## config.mk

```make
export PLATFORM = sky130hd
export DESIGN_NAME = branch_redirect_ctrl
export DESIGN_NICKNAME = d
export VERILOG_FILES = /design/src/rtl/branch_redirect_ctrl.sv
export SDC_FILE = /design/constraint.sdc
export NUM_CORES = 1
export LEC_CHECK = 0
export BUFFER_PORTS_ARGS = -buffer_cell sky130_fd_sc_hd__buf_2
export CAP_MARGIN = 10
export CORE_MARGIN = 1.5
export CORE_UTILIZATION = 37
export DETAILED_ROUTE_END_ITERATION = 10
export PLACE_DENSITY = 0.66
export SYNTH_ARGS = -nofsm -noshare
export SYNTH_HDL_FRONTEND = slang
export SYNTH_SLANG_ARGS = --single-unit
```

## constraint.sdc

```tcl
create_clock -name clk -period 1.63 [get_ports clk]
set_input_delay 0.326 -clock clk [delete_from_list [all_inputs] [get_ports clk]]
set_output_delay 0.326 -clock clk [all_outputs]
set_load 0.02 [all_outputs]
```

## src/rtl/branch_redirect_ctrl.sv

```systemverilog
// Execute-stage redirect control: resolves branches/jumps into pcsrc and pipeline flushes,
// with a post-redirect shadow window. Optional branch statistics under `BRANCH_STATS_EN.
module branch_redirect_ctrl #(
    parameter int SHADOW_CYCLES = 1,
    parameter int COUNT_WIDTH   = 16
) (
    input  logic                   clk,
    input  logic                   rst,
    input  logic                   trigger,
    input  logic                   stall,
    input  logic                   valide,
    input  logic                   branche,
    input  logic                   jumpe,
    input  logic                   jalre,
    input  logic [2:0]             funct3e,
    input  logic                   zeroe,
    input  logic                   lte,
    input  logic                   ltue,
    output logic [1:0]             pcsrc,
    output logic                   flushd,
    output logic                   flushe,
    output logic                   illegal_branch,
    output logic [COUNT_WIDTH-1:0] redirect_cnt,
    output logic [COUNT_WIDTH-1:0] branch_cnt
);

    typedef enum logic [1:0] {
        ST_IDLE   = 2'd0,
        ST_RUN    = 2'd1,
        ST_SHADOW = 2'd2
    } state_e;

    state_e                 state_q, state_d;
    logic [1:0]             shadow_q, shadow_d;
    logic                   illegal_q, illegal_d;
    logic [COUNT_WIDTH-1:0] redirect_cnt_q, redirect_cnt_d;

    logic br_cond;
    logic br_illegal;
    logic eval;
    logic redirect;

    always_comb begin
        br_cond    = 1'b0;
        br_illegal = 1'b0;
        case (funct3e)
            3'b000:  br_cond = zeroe;
            3'b001:  br_cond = !zeroe;
            3'b100:  br_cond = lte;
            3'b101:  br_cond = !lte;
            3'b110:  br_cond = ltue;
            3'b111:  br_cond = !ltue;
            default: br_illegal = 1'b1;
        endcase
    end

    // Only instructions seen in RUN, unstalled and enabled, are resolved.
    assign eval     = trigger && (state_q == ST_RUN) && !stall && valide;
    assign redirect = eval && (jalre || jumpe || (branche && br_cond));

    always_ff @(posedge clk or posedge rst) begin
        if (rst) begin
            state_q  <= ST_IDLE;
            shadow_q <= 2'd0;
        end else begin
            state_q  <= state_d;
            shadow_q <= shadow_d;
        end
    end

    always_comb begin
        state_d  = state_q;
        shadow_d = shadow_q;
        if (!trigger) begin
            state_d  = ST_IDLE;
            shadow_d = 2'd0;
        end else if (!stall) begin
            case (state_q)
                ST_IDLE: state_d = ST_RUN;
                ST_RUN: begin
                    if (redirect) begin
                        state_d  = ST_SHADOW;
                        shadow_d = 2'(SHADOW_CYCLES);
                    end
                end
                ST_SHADOW: begin
                    shadow_d = (shadow_q == 2'd0) ? 2'd0 : shadow_q - 2'd1;
                    if (shadow_q <= 2'd1) state_d = ST_RUN;
                end
                default: state_d = ST_IDLE;
            endcase
        end
    end

    always_comb begin
        pcsrc  = 2'b00;
        flushd = 1'b0;
        flushe = 1'b0;
        if (!trigger || state_q == ST_IDLE) begin
            flushd = 1'b1;
            flushe = 1'b1;
        end else if (redirect) begin
            pcsrc  = jalre ? 2'b10 : 2'b01;
            flushd = 1'b1;
            flushe = 1'b1;
        end
    end

    always_comb begin
        redirect_cnt_d = redirect_cnt_q;
        if (redirect && (redirect_cnt_q != {COUNT_WIDTH{1'b1}}))
            redirect_cnt_d = redirect_cnt_q + 1'b1;
        illegal_d = illegal_q || (eval && branche && br_illegal);
    end

    always_ff @(posedge clk or posedge rst) begin
        if (rst) begin
            redirect_cnt_q <= '0;
            illegal_q      <= 1'b0;
        end else begin
            redirect_cnt_q <= redirect_cnt_d;
            illegal_q      <= illegal_d;
        end
    end

    assign redirect_cnt   = redirect_cnt_q;
    assign illegal_branch = illegal_q;

`ifdef BRANCH_STATS_EN
    logic [COUNT_WIDTH-1:0] branch_cnt_q, branch_cnt_d;

    always_comb begin
        branch_cnt_d = branch_cnt_q;
        if (eval && branche && (branch_cnt_q != {COUNT_WIDTH{1'b1}}))
            branch_cnt_d = branch_cnt_q + 1'b1;
    end

    always_ff @(posedge clk or posedge rst) begin
        if (rst) branch_cnt_q <= '0;
        else     branch_cnt_q <= branch_cnt_d;
    end

    assign branch_cnt = branch_cnt_q;
`else
    assign branch_cnt = '0;
`endif

endmodule

```

==> flow_summary.ini, run 1 <==
[status]
status = finished, violations left
violations = setup timing

[detailed_routing]
totalWireLength_mm = 3.32
vias_per_cell = 4.79
wl_per_cell_um = 13.3
first_pass_iters = 4
first_iter_violations = 36
ant_nets = 0
vias = 1192
post-route-drc-count = 0

[synthesis]
netlist_instances = 140
synth_area_leaders = dfrtp_1 40%, buf_4 10%, xor2_1 10%
avgSynthCellArea_um2 = 9.40
synth_warnings = 0
netlist_area_um2 = 1320
synth_cell_types = 35
yosys.area.top_type_share = 0.399
synth_top_area_cell = dfrtp_1
ys_seq_elements = 21
ys_seq_area_frac = 0.399

[floorplan]
initial_core_util = 0.391
die_w_um = 62.6
core_area_um2 = 3360
row_count = 21
die_y_um = 62.6
ios = 51
die-area_um2 = 3920

[clock_tree]
cts.path.max_buffers = 2
numCtsBuffers = 3
clk_latency_ns = 0.31
clock-sinks = 21
cts_tree = yes
clk_pin_slew_ns = 0.13
root_buffer = clkbuf_4
htreeDepth = 1

[setup_path]
cpMaxStageDelayCell = dfrtp_1
cp-end-kind = primary output
critPathArrivalTime_ns = 1.50
cpPeakStageDelay_ns = 0.43
r2r_cells = 6
crit_required_ns = 1.30
crit_chain = buf_4, nor3_2, and3_1, buf_2
criticalPathCategory = reg2out
crit_fanout = 6
start_kind = register

[place]
dpl.hpwl_mm = 2.12
io_buffer_count = 34
numPlacedInstances = 236
place_area_um2 = 1660
routabilityCongestion = 0.794
place_ws_ns = -0.187

[cells_and_area]
finalNonFillerCells = 249
design_area_um2 = 2050
drive_gt1_frac = 0.507
area_growth_pct = 55.6
n_fill_cell = 311
n_antenna_cell = 0
final_nets = 219

[pwr]
leakage_uw = 0.00103
p_total_uw = 1260
max-vdd-ir-drop_v = 0.000318
power.density_nw_per_um2 = 616

[job]
maxCapViolations = 0

[grt]
grt_use_total = 0.158
grt.overflow.total = 0
grt_max_degree = 22
grt_pass1_vias = 1094
grt_pass1_wl_mm = 5.07
antenna_found_initial = 0

[sta]
rsz0062_at_grt = true
period_needed_ns = 1.83
fin_hold_ws_ns = 0.0219
hold_violations = 0
finalCritPeriodShare = 1.12
drv_slew = 0
skew_ns = 0.0161
fin_ws_ns = -0.196
finalSetupViolCount = 12
timing.fmax_mhz = 548

[min_path]
hp-class = in2async
==> worst paths after layout <==
kind                                startpoint          endpoint  slack, ns
worst max-delay path                state_q[1]          pcsrc[1]      -0.20
worst min-delay path                       rst        state_q[1]       0.02
worst max register to register      state_q[1]  redirect_cnt[15]      -0.06
worst min register to register  illegal_branch    illegal_branch       0.48
max in group asynchronous                  rst   redirect_cnt[3]       1.36
min in group clk                       branche    illegal_branch       0.30
==> power breakdown <==
part / switching [uW] / internal [uW] / total (uW)
clock: 159 / 95.3 / 254
combinational: 224 / 179 / 402
sequential: 40.9 / 563 / 604
==> per-stage QoR <==
stage | utilization | TNS (ns)
after floorplan | - | -0.00464
after global placement | 0.494 | -1.37
after detailed placement | 0.494 | -1.87
after CTS | 0.568 | -1.79
after global routing | 0.609 | -2.26
final | 0.609 | -0.940
==> logic make-up after synthesis <==
family	Yosys count	synth area share
fa+ha+maj	1	0.00950
flops	21	0.399
xor+xnor	16	0.106
mux	3	0.0285
other cells	1	0.00285
simple gates	61	0.260
buf+inv	25	0.130
compound gates	12	0.0627
==> registers in the layout, indices dropped and copies added (netlist names) <==
| signal | cells |
|---|---|
| state_q | 2 |
| illegal_branch | 1 |
| shadow_q | 2 |
| redirect_cnt | 16 |
==> worst max-delay path: cells and delay by family (launching register included) <==
family | cells | cell delay (ns)
simple gates | 2 | 0.42
buf+inv | 2 | 0.33
flops | 1 | 0.43
==> cells in the mapped netlist <==
master / instances
nand2b_4: 1
inv_1: 4
and3_1: 1
a21boi_0: 1
xnor2_1: 1
nor4_1: 5
nand3_1: 5
conb_1: 1
nor2b_1: 1
a22o_1: 1
ha_1: 1
buf_2: 2
nor4b_2: 1
a21oi_1: 5
mux2_4: 1
dfrtp_1: 21
o21a_1: 1
buf_6: 1
buf_4: 18
nand4_1: 5
nand4b_1: 1
nor3_1: 9
xor2_1: 15
nand2b_1: 1
a41o_1: 1
nor2_1: 10
a311o_1: 1
nor4_4: 1
nor3b_1: 3
nand2_1: 16
mux2_2: 1
mux2_1: 1
o21ai_0: 1
nor4_2: 1
o21ai_2: 1
==> cell usage in the layout, fill, tap and decap left out, drive strengths merged, types with 2 or more instances in the layout <==
cell,instances
inv,4
mux2,3
o21ai,2
conb,16
buf,65
dfrtp,21
nand2,16
nand4,5
nand2b,2
nor4,7
clkbuf,4
nand3,5
xor2,15
nor2,10
nor3b,3
a21oi,5
nor3,9
==> cell type report <==
| cell class | count | area, um2 | share of cell area |
|---|---|---|---|
| timing repair buffer | 65 | 514 | 0.251 |
| tap | 46 | 57.6 | 0.0281 |
| multi-input combinational | 109 | 905 | 0.442 |
| clock buffer | 4 | 26.3 | 0.0128 |
| sequential | 21 | 531 | 0.259 |
| inverter | 4 | 15.0 | 0.00733 |
==> per-layer routing <==
| metal | GRT usage | wire (um) | up-vias |
|---|---|---|---|
| met4 | 0.0167 | 14 | 0 |
| met3 | 0.0216 | 139 | 2 |
| met2 | 0.286 | 1820 | 31 |
| met1 | 0.206 | 1350 | 587 |
| li1 | - | - | 572 |
| met5 | 0 | 0 | - |
==> timing repair <==
item / CTS / global route
cloned: 1 / 0
buffers inserted: 2 / 7
setup endpoints to repair: 7 / 22
hold buffers: 0 / 0
gates resized for setup: 36 / 17
endpoints found under the hold margin: 0 / 0
pin swaps: 13 / 15
Note: power is estimated with default switching activity, not from simulation.
==> run 2: changes to the inputs <==
PLACE_DENSITY = default   (was 0.66)
clock period = 1.9 ns   (was 1.63 ns; I/O delays follow)
==> run 2 against run 1 <==
The run still ends with setup timing left; critical path type unchanged; critical path depth grew 1; final area shrank 20%; worst setup slack better by 0.16 ns; combinational power shrank 38%; critical endpoint is now pcsrc[0]; hold slack improved by 0.057 ns; via count down 5.2%; sequential cell count stayed put.
==> flow_summary.ini, run 2 (synthesis results as in run 1) <==
[clock_tree]
cts_tree = yes
clock-sinks = 21
clk_pin_slew_ns = 0.12
root_buffer = clkbuf_4
cts.path.max_buffers = 2
numCtsBuffers = 3
htreeDepth = 1
cts_hold_buf = 0
clk_latency_ns = 0.30

[cells_and_area]
final_nets = 203
largest_reg_flops = 16
design_area_um2 = 1640
mostFrequentLayoutCells = 31 x buf_2, 20 x dfrtp_1, 16 x conb_1
final_common_cell = buf_2
drive_gt1_frac = 0.358
area_growth_pct = 24.8
n_antenna_cell = 0
n_fill_cell = 348
finish.utilization = 0.488

[floorplan]
row_count = 21
die_w_um = 62.6
die-area_um2 = 3920
core_area_um2 = 3360
die_y_um = 62.6
initial_core_util = 0.391
ios = 51

[pwr]
p_total_uw = 988
power.density_nw_per_um2 = 601
max-vdd-ir-drop_v = 0.000258
leakage_uw = 0.000871

[sta]
skew_ns = 0.0111
finalCritPeriodShare = 1.02
timing.fmax_mhz = 517
hold_violations = 0
finalSetupViolCount = 1
drv_slew = 0
fin_ws_ns = -0.0351
period_needed_ns = 1.94
rsz0062_at_grt = true
fin_hold_ws_ns = 0.0793
tns_ns = -0.0351

[place]
io_buffer_count = 34
dpl.hpwl_mm = 2.09
place_area_um2 = 1530
routabilityCongestion = 0.738

[job]
maxCapViolations = 0

[setup_path]
crit_required_ns = 1.52
crit_fanout = 4
critPathMostFrequentCell = buf_6
reg2reg_slack_ns = 0.11
crit_chain = nor4_4, o21ai_2, buf_6, nor3b_4, buf_6
critPathArrivalTime_ns = 1.56
cp-end-kind = primary output
cpMaxStageDelayCell = dfrtp_1
criticalPathCategory = reg2out
cpPeakStageDelay_ns = 0.43
start_kind = register

[grt]
grt.overflow.total = 0
grt_max_degree = 22
grt_pass1_vias = 1102
grt_use_total = 0.151
antenna_found_initial = 0
grt_pass1_wl_mm = 4.86

[detailed_routing]
vias = 1130
post-route-drc-count = 0
wl_per_cell_um = 12.2
totalWireLength_mm = 2.83
vias_per_cell = 4.85
first_pass_iters = 4
ant_nets = 0
first_iter_violations = 87

[status]
violations = setup timing
status = finished, violations left

[min_path]
hp-class = in2async
## run 2: final cells by class
type                            instances  area (um2)  area share
Timing Repair Buffer                   49         302       0.184
Multi-Input combinational cell        109         716       0.436
Clock buffer                            4        26.3      0.0160
Sequential cell                        21         527       0.321
Inverter                                4        15.0     0.00914
Tap cell                               46        57.6      0.0350
## run 2: worst paths after layout
check                           startpoint          endpoint  cells after the start
min in group clk                   branche    illegal_branch                      2
hold / removal                         rst  redirect_cnt[14]                      3
setup / recovery                state_q[1]          pcsrc[0]                      5
max in group asynchronous              rst   redirect_cnt[0]                      3
hold reg to reg             illegal_branch    illegal_branch                      1
setup reg to reg           redirect_cnt[0]   redirect_cnt[5]                      7
## run 2: stage by stage
| stage | setup slack [ns] | instances |
|---|---|---|
| floorplan | -0.0116 | 155 |
| global placement | 0.00559 | 224 |
| detailed placement | 0.0159 | 224 |
| CTS | -0.0544 | 230 |
| global route | -0.120 | 233 |
| finish | -0.0351 | 233 |
## run 2: critical path: cells and delay by family (launching register included)
| kind | cells | cell delay, ns |
|---|---|---|
| simple gates | 2 | 0.45 |
| flops | 1 | 0.43 |
| buf+inv | 2 | 0.28 |
| compound gates | 1 | 0.10 |
## run 2: where the power goes
group / switching (uW) / total, uW / internal, uW
sequential: 42.8 / 523 / 480
combinational: 150 / 250 / 99.5
clock: 133 / 215 / 81.8
## run 2: per-layer routing
| metal | routed length [um] | GRT usage | vias to the layer above |
|---|---|---|---|
| met2 | 1460 | 0.265 | 30 |
| met3 | 118 | 0.0234 | 4 |
| met1 | 1230 | 0.186 | 553 |
| met5 | 0 | 0 | - |
| met4 | 26 | 0.0556 | 0 |
| li1 | - | - | 543 |
## run 2: repair_timing
item                                    CTS  global route
buffers inserted                          2             4
pin swaps                                 1             2
gates resized for setup                   3            11
endpoints found under the setup margin    1            12
==> run 3: changes to the inputs <==
BUFFER_PORTS_ARGS = -buffer_cell sky130_fd_sc_hd__buf_4   (was -buffer_cell sky130_fd_sc_hd__buf_2)
==> run 3 against run 2 <==
The run still ends with setup timing left; clock power increased by 5%; clock-buffer cell count is 1 lower; critical path depth stayed put; sequential cell count is the same; utilization up 0.78 points; clock skew shrank 0.0053 ns; combinational power is 18% higher; critical path type unchanged; worst setup slack worse by 0.013 ns; register-to-register slack hardly changed; hold slack lost 0.0073 ns; global-route usage fell by 0.78 points.
==> flow_summary.ini, run 3 (synthesis results as in run 1) <==
[detailed_routing]
first_iter_violations = 32
vias_per_cell = 4.70
totalWireLength_mm = 2.76
vias = 1082
first_pass_iters = 4
wl_per_cell_um = 12.0
post-route-drc-count = 0
ant_nets = 0

[setup_path]
cp-end-kind = primary output
critPathArrivalTime_ns = 1.57
cpPeakStageDelay_ns = 0.43
cpMaxStageDelayCell = dfrtp_1
cp_top_family = simple AND/OR/NAND/NOR gates
crit_chain = nor4_4, o21ai_2, buf_6, nor3b_2, buf_4
crit_buf_inv = 2
crit_required_ns = 1.52
crit_fanout = 3
criticalPathCategory = reg2out
start_kind = register

[clock_tree]
numCtsBuffers = 3
htreeDepth = 1
clock-sinks = 21
cts_hold_buf = 0
cts.path.max_buffers = 2
clk_pin_slew_ns = 0.13
clk_latency_ns = 0.31
cts_tree = yes
root_buffer = clkbuf_4

[sta]
finalSetupViolCount = 1
hold_violations = 0
skew_ns = 0.00577
fin_ws_ns = -0.0479
rsz0062_at_grt = true
period_needed_ns = 1.95
finalCritPeriodShare = 1.03
timing.fmax_mhz = 513
drv_slew = 0

[cells_and_area]
final_common_cell = buf_4
finish.utilization = 0.496
final_nets = 200
mostFrequentLayoutCells = 43 x buf_4, 20 x dfrtp_1, 16 x conb_1
area_growth_pct = 26.8
drive_gt1_frac = 0.332
largest_reg_flops = 16
n_antenna_cell = 0

[floorplan]
ios = 51
die-area_um2 = 3920
initial_core_util = 0.391
row_count = 21
die_y_um = 62.6
die_w_um = 62.6
core_area_um2 = 3360

[pwr]
power.density_nw_per_um2 = 620
power.sequential.fraction = 0.497
clkPwrFrac = 0.218
switching_share = 0.330
leakage_uw = 0.000847
max-vdd-ir-drop_v = 0.000325
p_comb_frac = 0.285
p_int_uw = 693
power.switching_uw = 342

[place]
routabilityCongestion = 0.715
io_buffer_count = 34
dpl.hpwl_mm = 2.13
place_ws_ns = -0.0208

[status]
status = finished, violations left
violations = setup timing

[job]
maxCapViolations = 0

[min_path]
hp-class = in2async

[grt]
antenna_found_initial = 0
grt.overflow.total = 0
grt_pass1_vias = 1041
grt_use_total = 0.143
grt_max_degree = 22
grt_pass1_wl_mm = 4.62
run 3: cell count changes in the layout (fill, tap and decap cells not counted), sizes merged:
cell	previous run	this run
buf	49	46
clkinv	0	1
clkbuf	4	3
run 3: cell type report:
type	count	area [um2]
Clock buffer	3	22.5
Clock inverter	1	5.00
Fill cell	352	1690
Inverter	4	15.0
Multi-Input combinational cell	109	686
Sequential cell	21	527
Tap cell	46	57.6
Timing Repair Buffer	46	357
run 3: metal layers:
metal  track usage  wire length [um]
met4        0.0250                16
met2         0.263              1450
met5             0                 0
met3        0.0288               125
met1         0.173              1170
run 3: worst paths after layout:
kind	startpoint	end	slack, ns	cells after the start
min in group clk	trigger	state_q[0]	0.32	3
max reg2reg	state_q[1]	redirect_cnt[14]	0.12	6
max in group asynchronous	rst	redirect_cnt[1]	1.59	3
min reg2reg	redirect_cnt[12]	redirect_cnt[12]	0.51	1
min	rst	illegal_branch	0.07	3
max	state_q[1]	pcsrc[0]	-0.05	5
run 3: power groups by stage:
stage                     combinational, uW  clock [uW]  sequential [uW]
after floorplan                         154           0              558
after global placement                  288           0              520
after detailed placement                294           0              522
after CTS                               297         231              513
after global routing                    327         251              520
final                                   295         226              514
run 3: worst register-to-register path: stages (launching register included):
cell	delay [ns]
dfrtp_1	0.43
nor4_4	0.28
o21ai_2	0.10
buf_4	0.14
buf_4	0.17
nor3_1	0.22
mux2_2	0.36
run 3: metrics by stage:
step	power [uW]	hold slack, ns	std cells	setup TNS, ns	area, um2
final	1030	0.0720	230	-0.0479	1670
after global routing	1100	0.0997	230	-0.230	1670
after CTS	1040	0.0858	230	-0.0738	1660
after detailed placement	815	0.438	224	-0.0625	1610
after global placement	808	0.434	224	0	1610
after floorplan	712	0.357	155	-0.0116	1380
run 3: what timing repair did:
action / 4_1_cts / 5_1_grt
buffers inserted: 2 / 0
gates resized for setup: 2 / 3
pin swaps: 3 / 0
endpoints found under the setup margin: 3 / 5
